## config.mk

```make
export PLATFORM = sky130hd
export DESIGN_NAME = spi_arbiter
export DESIGN_NICKNAME = d
export VERILOG_FILES = /design/src/rtl/spi_pkg.sv /design/src/rtl/rr_arb2.sv /design/src/rtl/spi_arbiter.sv
export SDC_FILE = /design/constraint.sdc
export NUM_CORES = 1
export LEC_CHECK = 0
export ABC_CLOCK_PERIOD_IN_PS = 1700
export CORE_ASPECT_RATIO = 0.75
export CORE_MARGIN = 10
export CORE_UTILIZATION = 41
export DETAILED_ROUTE_END_ITERATION = 7
export HOLD_SLACK_MARGIN = 0.15
export PLACE_DENSITY = 0.78
export SYNTH_ARGS = -nofsm -noshare
export SYNTH_HDL_FRONTEND = slang
export SYNTH_SLANG_ARGS = --single-unit
```

## constraint.sdc

```tcl
create_clock -name clk_i -period 1.7 [get_ports clk_i]
set_input_delay 0.34 -clock clk_i [delete_from_list [all_inputs] [get_ports clk_i]]
set_output_delay 0.34 -clock clk_i [all_outputs]
set_load 0.005 [all_outputs]
```

## src/rtl/spi_pkg.sv

```systemverilog
`default_nettype none
// ============================================================================
// Module   : spi_pkg
// Brief    : Shared encodings and defaults for the SPI arbiter slice.
// Revision : 1.0
// ============================================================================
package spi_pkg;

    localparam int GAP_CYCLES_DEFAULT = 4;
    localparam int CNT_W              = 5;

    localparam logic [1:0] ST_IDLE    = 2'd0;
    localparam logic [1:0] ST_XFER    = 2'd1;
    localparam logic [1:0] ST_WAIT_CS = 2'd2;
    localparam logic [1:0] ST_GAP     = 2'd3;

    function automatic logic [1:0] idx_to_onehot(input logic idx);
        return idx ? 2'b10 : 2'b01;
    endfunction

endpackage
`default_nettype wire

```

## src/rtl/rr_arb2.sv

```systemverilog
`default_nettype none
// ============================================================================
// Module   : rr_arb2
// Brief    : Two-way round-robin grant; the requester not served last wins ties.
// Revision : 1.0
// ============================================================================
module rr_arb2
    import spi_pkg::*;
(
    input  logic [1:0] req,
    input  logic       last_served,
    output logic [1:0] grant
);

    always_comb begin
        grant    = 2'b00;
        grant[0] = req[0] & (~req[1] | last_served);
        grant[1] = req[1] & (~req[0] | ~last_served);
    end

endmodule
`default_nettype wire

```

## src/rtl/spi_arbiter.sv

```systemverilog
`default_nettype none
// ============================================================================
// Module   : spi_arbiter
// Brief    : Shares one SPI master between two requesters with round-robin
//            arbitration and an enforced idle gap after chip select rises.
// Revision : 1.0
// ============================================================================
module spi_arbiter
    import spi_pkg::*;
#(
    parameter int GAP_CYCLES = GAP_CYCLES_DEFAULT
) (
    input  logic        clk_i,
    input  logic        rst_i,
    input  logic [1:0]  req_i,
    input  logic [7:0]  len_i,
    input  logic [15:0] tx_data_i,
    output logic [1:0]  gnt_o,
    output logic [1:0]  tx_ready_o,
    output logic [7:0]  rx_data_o,
    output logic [1:0]  rx_valid_o,
    output logic [1:0]  done_o,
    output logic        busy_o,
    output logic        m_en_o,
    output logic [7:0]  m_mosi_data_o,
    input  logic [7:0]  m_miso_data_i,
    input  logic        m_data_ready_i,
    input  logic        m_cs_i
);

    localparam int GAP_W = (GAP_CYCLES < 2) ? 1 : $clog2(GAP_CYCLES);
    localparam logic [GAP_W-1:0] GAP_LAST = GAP_W'((GAP_CYCLES > 0) ? GAP_CYCLES - 1 : 0);

    logic [1:0]       state_q,    state_d;
    logic             owner_q,    owner_d;
    logic             last_q,     last_d;
    logic [CNT_W-1:0] count_q,    count_d;
    logic [GAP_W-1:0] gap_cnt_q,  gap_cnt_d;
    logic [1:0]       gnt_q,      gnt_d;
    logic [1:0]       tx_ready_q, tx_ready_d;
    logic [1:0]       rx_valid_q, rx_valid_d;
    logic [1:0]       done_q,     done_d;
    logic [7:0]       rx_data_q,  rx_data_d;
    logic             m_en_q,     m_en_d;
    logic [7:0]       mosi_q,     mosi_d;

    logic [1:0] arb_gnt;
    logic       win_idx;
    logic [3:0] win_len;
    logic [7:0] win_tx;
    logic [7:0] owner_tx;

    rr_arb2 u_rr_arb2 (
        .req         (req_i),
        .last_served (last_q),
        .grant       (arb_gnt)
    );

    assign win_idx  = arb_gnt[1];
    assign win_len  = win_idx ? len_i[7:4] : len_i[3:0];
    assign win_tx   = win_idx ? tx_data_i[15:8] : tx_data_i[7:0];
    assign owner_tx = owner_q ? tx_data_i[15:8] : tx_data_i[7:0];

    always_comb begin
        state_d    = state_q;
        owner_d    = owner_q;
        last_d     = last_q;
        count_d    = count_q;
        gap_cnt_d  = gap_cnt_q;
        gnt_d      = gnt_q;
        tx_ready_d = 2'b00;
        rx_valid_d = 2'b00;
        done_d     = 2'b00;
        rx_data_d  = rx_data_q;
        m_en_d     = m_en_q;
        mosi_d     = mosi_q;

        case (state_q)
            ST_IDLE: begin
                if (|req_i) begin
                    owner_d    = win_idx;
                    last_d     = win_idx;
                    gnt_d      = arb_gnt;
                    count_d    = {1'b0, win_len} + CNT_W'(1);
                    mosi_d     = win_tx;
                    tx_ready_d = arb_gnt;
                    m_en_d     = 1'b1;
                    state_d    = ST_XFER;
                end
            end
            ST_XFER: begin
                if (m_data_ready_i) begin
                    rx_data_d  = m_miso_data_i;
                    rx_valid_d = idx_to_onehot(owner_q);
                    if (count_q > CNT_W'(1)) begin
                        count_d    = count_q - CNT_W'(1);
                        mosi_d     = owner_tx;
                        tx_ready_d = idx_to_onehot(owner_q);
                    end else begin
                        // Final byte: release the master but hold the grant until the gap ends.
                        m_en_d  = 1'b0;
                        done_d  = idx_to_onehot(owner_q);
                        state_d = ST_WAIT_CS;
                    end
                end
            end
            ST_WAIT_CS: begin
                if (m_cs_i) begin
                    gap_cnt_d = '0;
                    state_d   = ST_GAP;
                end
            end
            ST_GAP: begin
                if (gap_cnt_q == GAP_LAST) begin
                    gnt_d   = 2'b00;
                    state_d = ST_IDLE;
                end else begin
                    gap_cnt_d = gap_cnt_q + 1'b1;
                end
            end
            default: begin
                state_d = ST_IDLE;
            end
        endcase
    end

    always_ff @(posedge clk_i) begin
        if (rst_i) begin
            state_q    <= ST_IDLE;
            owner_q    <= 1'b0;
            last_q     <= 1'b1;
            count_q    <= '0;
            gap_cnt_q  <= '0;
            gnt_q      <= 2'b00;
            tx_ready_q <= 2'b00;
            rx_valid_q <= 2'b00;
            done_q     <= 2'b00;
            rx_data_q  <= 8'h00;
            m_en_q     <= 1'b0;
            mosi_q     <= 8'h00;
        end else begin
            state_q    <= state_d;
            owner_q    <= owner_d;
            last_q     <= last_d;
            count_q    <= count_d;
            gap_cnt_q  <= gap_cnt_d;
            gnt_q      <= gnt_d;
            tx_ready_q <= tx_ready_d;
            rx_valid_q <= rx_valid_d;
            done_q     <= done_d;
            rx_data_q  <= rx_data_d;
            m_en_q     <= m_en_d;
            mosi_q     <= mosi_d;
        end
    end

    assign gnt_o         = gnt_q;
    assign tx_ready_o    = tx_ready_q;
    assign rx_valid_o    = rx_valid_q;
    assign done_o        = done_q;
    assign rx_data_o     = rx_data_q;
    assign m_en_o        = m_en_q;
    assign m_mosi_data_o = mosi_q;
    assign busy_o        = (state_q != ST_IDLE);

endmodule
`default_nettype wire

```

After elaboration in Yosys (flattened, before gate mapping)
Index checks and enable logic that the tools add are counted.

cells by class
  $lt $le $gt $ge = 1
  $add $sub $neg = 3
  bitwise operators = 9
  eq/ne operators = 11
  reduce and logical (&&, ||, !) cells = 15
  muxes and demuxes = 31

operators by type and width
  cell                                                number
  two-way mux 8 bit                                   5
  two-way mux 2 bit                                   12
  case mux 8 bit (2 select lines)                     1
  two-way mux 5 bit                                   3
  inequality test 2 bit, second input constant        7
  case mux 2 bit (2 select lines)                     3
  case mux 5 bit (2 select lines)                     1
  case mux 2 bit (4 select lines)                     1
  AND reduction 4 bit                                 2
  nonzero test 2 bit                                  4
  equality test 2 bit, second input constant          3
  AND reduction 3 bit                                 2
  adder 4 x 1 -> 5 bit, second input constant         1
  > comparator 5 x 1 -> 1 bit, second input constant  1
  inverter 1 bit                                      5
  AND reduction 5 bit                                 1
  subtractor 5 x 1 -> 5 bit, second input constant    1
  two-way mux 4 bit                                   1
  AND reduction 2 bit                                 2
  OR reduction 4 bit                                  1
  two-way mux 1 bit                                   3
  OR reduction 3 bit                                  1
  adder 2 x 1 -> 2 bit, second input constant         1
  AND 1 bit                                           2
  other kinds (5)                                     6

word-level totals
  bits of input ports = 38
  output and inout port bits = 26
  register bits after elaboration = 36
  logic and storage cells = 82

Logic depth before layout (Yosys ltp)
Gate-level depths: netlist (run 1).

  depth after elaboration = 7
  depth in mapped cells = 8
  gate-level depth less buffers = 8

By module
Synthesis (run 1) repeated with hierarchy kept, for this count alone.

second synthesis, totals
  cell total of the unflattened synthesis = 211
  area, all modules = 2006.9 um^2

modules (own cells, without submodules)
  module       sequential area each (um^2)  times used  cells each  area each (um^2)
  spi_arbiter  720.7                        1           208         1988.2
  rr_arb2      0.0                          1           3           18.8

Worst setup path after synthesis (run 1)
OpenSTA, ideal clock, no wires.

  path type = input port to flip-flop
  start point = in req_i[1]
  end point = reg count_q[2]
  library setup time = 117 ps
  required time = 1583 ps
  buffers on the path = 0
  arrival = 1570 ps
  slack = 13 ps
  stages on the path = 8
  path through = a21boi_4 > mux2i_1 > inv_1 > ha_1 > nor2b_1 > o221ai_1 > nand3_1 > a32o_1

on the way
  cells in the longest elaborated chain, start to end = 5
  elaborated cells on any way between the ends = 8
  those cells by class = 1 x add/sub; 1 x eq/ne; 3 x mux; 1 x bitwise; 2 x reduce/logical

ends and longest elaborated chain
  what                             RTL line            text
  start: declaration               spi_arbiter.sv:15   input logic [1:0] req_i,
  AND 1 bit                        rr_arb2.sv:18       grant[1] = req[1] & (~req[0] | ~last_served);
  two-way mux 4 bit                spi_arbiter.sv:60   assign win_len = win_idx ? len_i[7:4] : len_i[3:0];
  adder 4 x 1 -> 5 bit             spi_arbiter.sv:84   count_d = {1'b0, win_len} + CNT_W'(1);
  two-way mux 5 bit                spi_arbiter.sv:80   if (|req_i) begin
  case mux 5 bit (2 select lines)  spi_arbiter.sv:78   case (state_q)
  end signal: assignment           spi_arbiter.sv:145  count_q <= count_d;
  end: declaration                 spi_arbiter.sv:37   logic [CNT_W-1:0] count_q, count_d;

Parallel ways exist; a longest one is shown, timed or not. The select of a mux whose other input is x is not followed.
A chain may end at the register's enable or synchronous reset.

Worst setup path in the final report (run 1)
  start point = reg state_q[0]
  end point = reg mosi_q[4] (netlist: m_mosi_data_o[4])

on the way
  cells in the longest elaborated chain, start to end = 3
  elaborated cells on any way between the ends = 8
  those cells by class = 4 x eq/ne; 1 x mux; 3 x reduce/logical

ends and longest elaborated chain
  what                                                                                 RTL line            text
  start: declaration                                                                   spi_arbiter.sv:34   logic [1:0] state_q, state_d;
  start signal: assignment                                                             spi_arbiter.sv:142  state_q <= state_d;
  equality test 2 x 1 -> 1 bit / logical NOT 2 bit (equally long branches)             spi_arbiter.sv:78
  inequality test 2 bit (no source line) / nonzero test 2 bit (equally long branches)  -
  AND reduction 4 bit (no source line)                                                 -
  end signal: assignment                                                               spi_arbiter.sv:153  mosi_q <= mosi_d;
  end: declaration                                                                     spi_arbiter.sv:45   logic [7:0] mosi_q, mosi_d;

Parallel ways exist; a longest one is shown, timed or not.

==> summary.log, run 1 <==
INFO  sta            finalHoldWorstSlack=0.4546ns
INFO  yosys          synth-main-ff-cell=sky130_fd_sc_hd__dfxtp_1
INFO  clock_network  clock_tree.root_cell=sky130_fd_sc_hd__clkbuf_8
INFO  sta            tightestPinTransition=0.4542ns
INFO  finish         final_area=3178um^2
INFO  placement      preCtsSetupSlack=-0.4734ns
INFO  yosys          async_flop_share=0
INFO  min_path       hold-path-cell-count=2
INFO  detailed_routing antenna_violating_nets_post_route=0
INFO  min_path       min_from=rx_data_o[7]
INFO  flow_run       max_cap_viol_count=0
INFO  floorplanning  top_ports=64
INFO  floorplanning  die_area=7740um^2
INFO  detailed_routing route.vias.total=2067
INFO  yosys          number_of_synthesized_register_bits=36
INFO  detailed_routing wire_per_inst=15.56um
INFO  critical_path  rr_startpoint=state_q[0]
INFO  global_routing grt_first_pass_wirelength=9.377mm
INFO  min_path       hp-class=flip-flop to flip-flop
INFO  sta            finalMaxSlewViolations=0
INFO  placement      gp_routability_congestion=0.8170
INFO  detailed_routing via_per_inst=5.327
INFO  critical_path  worst_setup_path_start_kind=flip-flop
INFO  sta            finalCritPeriodShare=1.010
INFO  floorplanning  die_height=78.73um
INFO  sta            min_setup_slack_post_route=-0.01662ns
INFO  finish         fill_cells=353
INFO  critical_path  critical_path_peak_fanout=5
INFO  sta            timing_hold_violations_final=0
INFO  critical_path  cp_data_required_time=1.86ns
INFO  finish         drive_gt1_frac=0.2545
INFO  clock_network  cts_tree=yes
INFO  global_routing grt_antenna_before_repair=1
INFO  yosys          synthesis.nets=271
INFO  yosys          synth.largest_area_cell=sky130_fd_sc_hd__dfxtp_1
INFO  yosys          post_synth_instance_area=1886um^2
INFO  run_status     violations=setup timing
INFO  placement      placement.cell_area=2834um^2
INFO  yosys          area_fraction_of_the_dominant_cell_type_after_synthesis=0.3822
INFO  detailed_routing wirelength=6.039mm
INFO  yosys          yosys_warning_count=0
INFO  power          power.ir.vdd_worst=0.0007700V
INFO  power          leakage=1.308nW
INFO  critical_path  capturing_element_type_of_the_critical_path=flip-flop
INFO  global_routing grt_pass1_vias=1990
INFO  yosys          synth_most_common_cell=sky130_fd_sc_hd__dfxtp_1
INFO  detailed_routing drt_pre_antenna_iters=4
INFO  critical_path  r2r_end=m_mosi_data_o[4]
INFO  clock_network  cts_max_level=2
INFO  finish         num-nets-final=376
INFO  yosys          synth_edf_count=0
INFO  critical_path  worst_r2r_path_depth=8
INFO  sta            fmax=582.5MHz
INFO  critical_path  cp_data_arrival_time=1.88ns
INFO  placement      port-buffer-count=63
INFO  yosys          synth_cell_types=43
INFO  clock_network  max-clock-path-buffers=2
INFO  floorplanning  start_util=0.4246
INFO  critical_path  setup_slack_of_the_most_critical_reg_to_reg_path=-0.02ns
INFO  sta            worst_clock_skew=0.008531ns
INFO  sta            final_period_minus_worst_setup_slack=1.717ns
INFO  yosys          syn-mean-instance-area=8.418um^2
INFO  yosys          synth.top_cells.by_count=36 x sky130_fd_sc_hd__dfxtp_1, 34 x sky130_fd_sc_hd__nand2_1, 26 x sky130_fd_sc_hd__a21oi_1, 11 x sky130_fd_sc_hd__inv_1, 11 x sky130_fd_sc_hd__mux2i_1
INFO  detailed_routing starting_drt_drc_count=113
INFO  yosys          synth.yosys.seq_area_share=0.3822
INFO  critical_path  crit_type=flip-flop to flip-flop
INFO  floorplanning  core_area=4441um^2
INFO  power          total_power=4.680mW
INFO  detailed_routing drt_drc_violations_left=0
INFO  power          power-per-cell-area=1473nW/um^2
INFO  sta            setup-violations-final=1
INFO  global_routing maximum_number_of_pins_on_one_net_before_global_route_repair=12
INFO  min_path       min_delay_worst_endpoint=rx_data_o[7]
INFO  placement      dp.final_hpwl=4.462mm
INFO  clock_network  clk-insertion-delay-late=0.29ns
INFO  clock_network  cts_sinks=36
INFO  yosys          post_synth_main_area_contributors=sky130_fd_sc_hd__dfxtp_1 38%, sky130_fd_sc_hd__a21oi_1 6.9%, sky130_fd_sc_hd__nand2_1 6.8%, sky130_fd_sc_hd__ha_1 6.0%, sky130_fd_sc_hd__mux2i_1 5.8%
INFO  global_routing grt_usage=0.1413
INFO  clock_network  cts_made_buffers=5
INFO  run_status     status=finished with violations
INFO  global_routing global_route.overflow_total=0
INFO  finish         areaGrowthSynthToFinish=68.55%
INFO  floorplanning  placementRows=21
INFO  clock_network  clk_pin_slew=0.07ns
INFO  yosys          post_synth_inst_count=224
INFO  sta            rsz0062_at_grt=yes
INFO  sta            slew_headroom=0.6955
INFO  floorplanning  die-width=98.31um
## metal layers
metal / part of all wire / up-vias / track usage
li1: - / 1017 / -
met3: 0.11 / 10 / 0.07526
met4: 0.010 / 0 / 0.03000
met5: 0 / - / 0
met2: 0.45 / 80 / 0.2196
met1: 0.43 / 960 / 0.1699
## cell usage in the layout (no fill, tap or decap), types with 3 or more instances in the layout
master / count
sky130_fd_sc_hd__nand2_1: 33
sky130_fd_sc_hd__a22oi_1: 3
sky130_fd_sc_hd__nor2b_1: 4
sky130_fd_sc_hd__a21oi_1: 26
sky130_fd_sc_hd__clkbuf_8: 7
sky130_fd_sc_hd__nor2_1: 9
sky130_fd_sc_hd__dfxtp_1: 33
sky130_fd_sc_hd__a31oi_1: 4
sky130_fd_sc_hd__inv_1: 8
sky130_fd_sc_hd__clkdlybuf4s50_1: 59
sky130_fd_sc_hd__buf_4: 39
sky130_fd_sc_hd__nor3_1: 4
sky130_fd_sc_hd__o31ai_1: 6
sky130_fd_sc_hd__and2_1: 4
sky130_fd_sc_hd__inv_2: 3
sky130_fd_sc_hd__nand4_1: 3
sky130_fd_sc_hd__ha_1: 6
sky130_fd_sc_hd__nand3_1: 10
sky130_fd_sc_hd__o31ai_2: 4
sky130_fd_sc_hd__o21ai_0: 6
sky130_fd_sc_hd__mux2i_1: 9
sky130_fd_sc_hd__dfxtp_2: 3
## worst max-delay path by stage
| stage | from | endpoint | slack [ns] | cells past startpoint |
|---|---|---|---|---|
| floorplan | req_i[1] | count_q[2] | 0.01 | 8 |
| global placement | req_i[0] | count_q[2] | -0.43 | 9 |
| detailed placement | req_i[1] | count_q[4] | -0.47 | 10 |
| CTS | state_q[1] | count_q[3] | -0.001 | 7 |
| global route | count_q[2] | state_q[1] | -0.07 | 4 |
| finish | state_q[0] | m_mosi_data_o[4] | -0.02 | 8 |
## where the power goes
| group | internal (mW) | leakage (nW) | switching (mW) | total (mW) |
|---|---|---|---|---|
| Clock | 0.517 | 0.0645 | 0.298 | 0.816 |
| Combinational | 1.37 | 0.948 | 1.19 | 2.56 |
| Sequential | 1.11 | 0.295 | 0.195 | 1.30 |
## sequential cells by signal, indices dropped and copies added (netlist names)
| register | count |
|---|---|
| gnt_o | 2 |
| owner_q | 1 |
| tx_ready_o | 2 |
| m_en_o | 1 |
| count_q | 5 |
| rx_valid_o | 2 |
| gap_cnt_q | 2 |
| rx_data_o | 8 |
| done_o | 2 |
| last_q | 1 |
| state_q | 2 |
| m_mosi_data_o | 8 |
## through the flow
stage,setup TNS (ns),utilization,instances
6_report,-0.01662,0.7157,388
5_1_grt,-0.2461,0.7157,388
4_1_cts,-0.001390,0.6822,381
3_5_place_dp,-5.942,0.6382,370
3_3_place_gp,-5.297,0.6382,370
2_1_floorplan,0,-,224
## worst max-delay path: stages (launching register included)
cell and delay [ns]:
sky130_fd_sc_hd__dfxtp_2 0.35, sky130_fd_sc_hd__inv_2 0.08, sky130_fd_sc_hd__ha_4 0.16, sky130_fd_sc_hd__nor3b_4 0.32, sky130_fd_sc_hd__a211oi_4 0.05, sky130_fd_sc_hd__buf_6 0.16, sky130_fd_sc_hd__clkbuf_16 0.15, sky130_fd_sc_hd__o31ai_1 0.25
sky130_fd_sc_hd__a21oi_1 0.08
## cells by family (layout without fill, tap and decap cells)
group / Yosys count / after routing / synth area share
other: 0 / 1 / 0
buffers and inverters: 21 / 127 / 0.04578
XOR/XNOR: 2 / 2 / 0.009292
flip-flops: 36 / 36 / 0.3822
adder cells (fa/ha/maj): 9 / 9 / 0.05972
AND/OR/NAND/NOR: 81 / 81 / 0.2124
multiplexers: 12 / 12 / 0.07034
AO/OA/AOI/OAI: 63 / 63 / 0.2203
## cell type report
type	count	area [um^2]	share of cell area
Timing Repair Buffer	107	1011	0.3181
Sequential cell	36	724.4	0.2280
Multi-Input combinational cell	167	1195	0.3760
Inverter	12	47.55	0.01496
Clock buffer	7	96.34	0.03031
Antenna cell	1	2.502	0.0007874
Tap cell	57	71.32	0.02244
Clock inverter	1	30.03	0.009449
## what timing repair did
| action | CTS | global route |
|---|---|---|
| endpoints found under the setup margin | 16 | 16 |
| hold endpoints to repair | 0 | 0 |
| hold buffers | 0 | 0 |
| cloned | 0 | 1 |
| resized for setup | 16 | 21 |
| pin swaps | 1 | 12 |
| buffers inserted | 3 | 5 |
Note: power is estimated with default switching activity, not from simulation.
==> inputs of run 2 (changes only) <==
Settings changed: CAP_MARGIN set to 20.
==> results of run 2 <==
No change in the layout: final DEF, timing and power equal those of run 1.
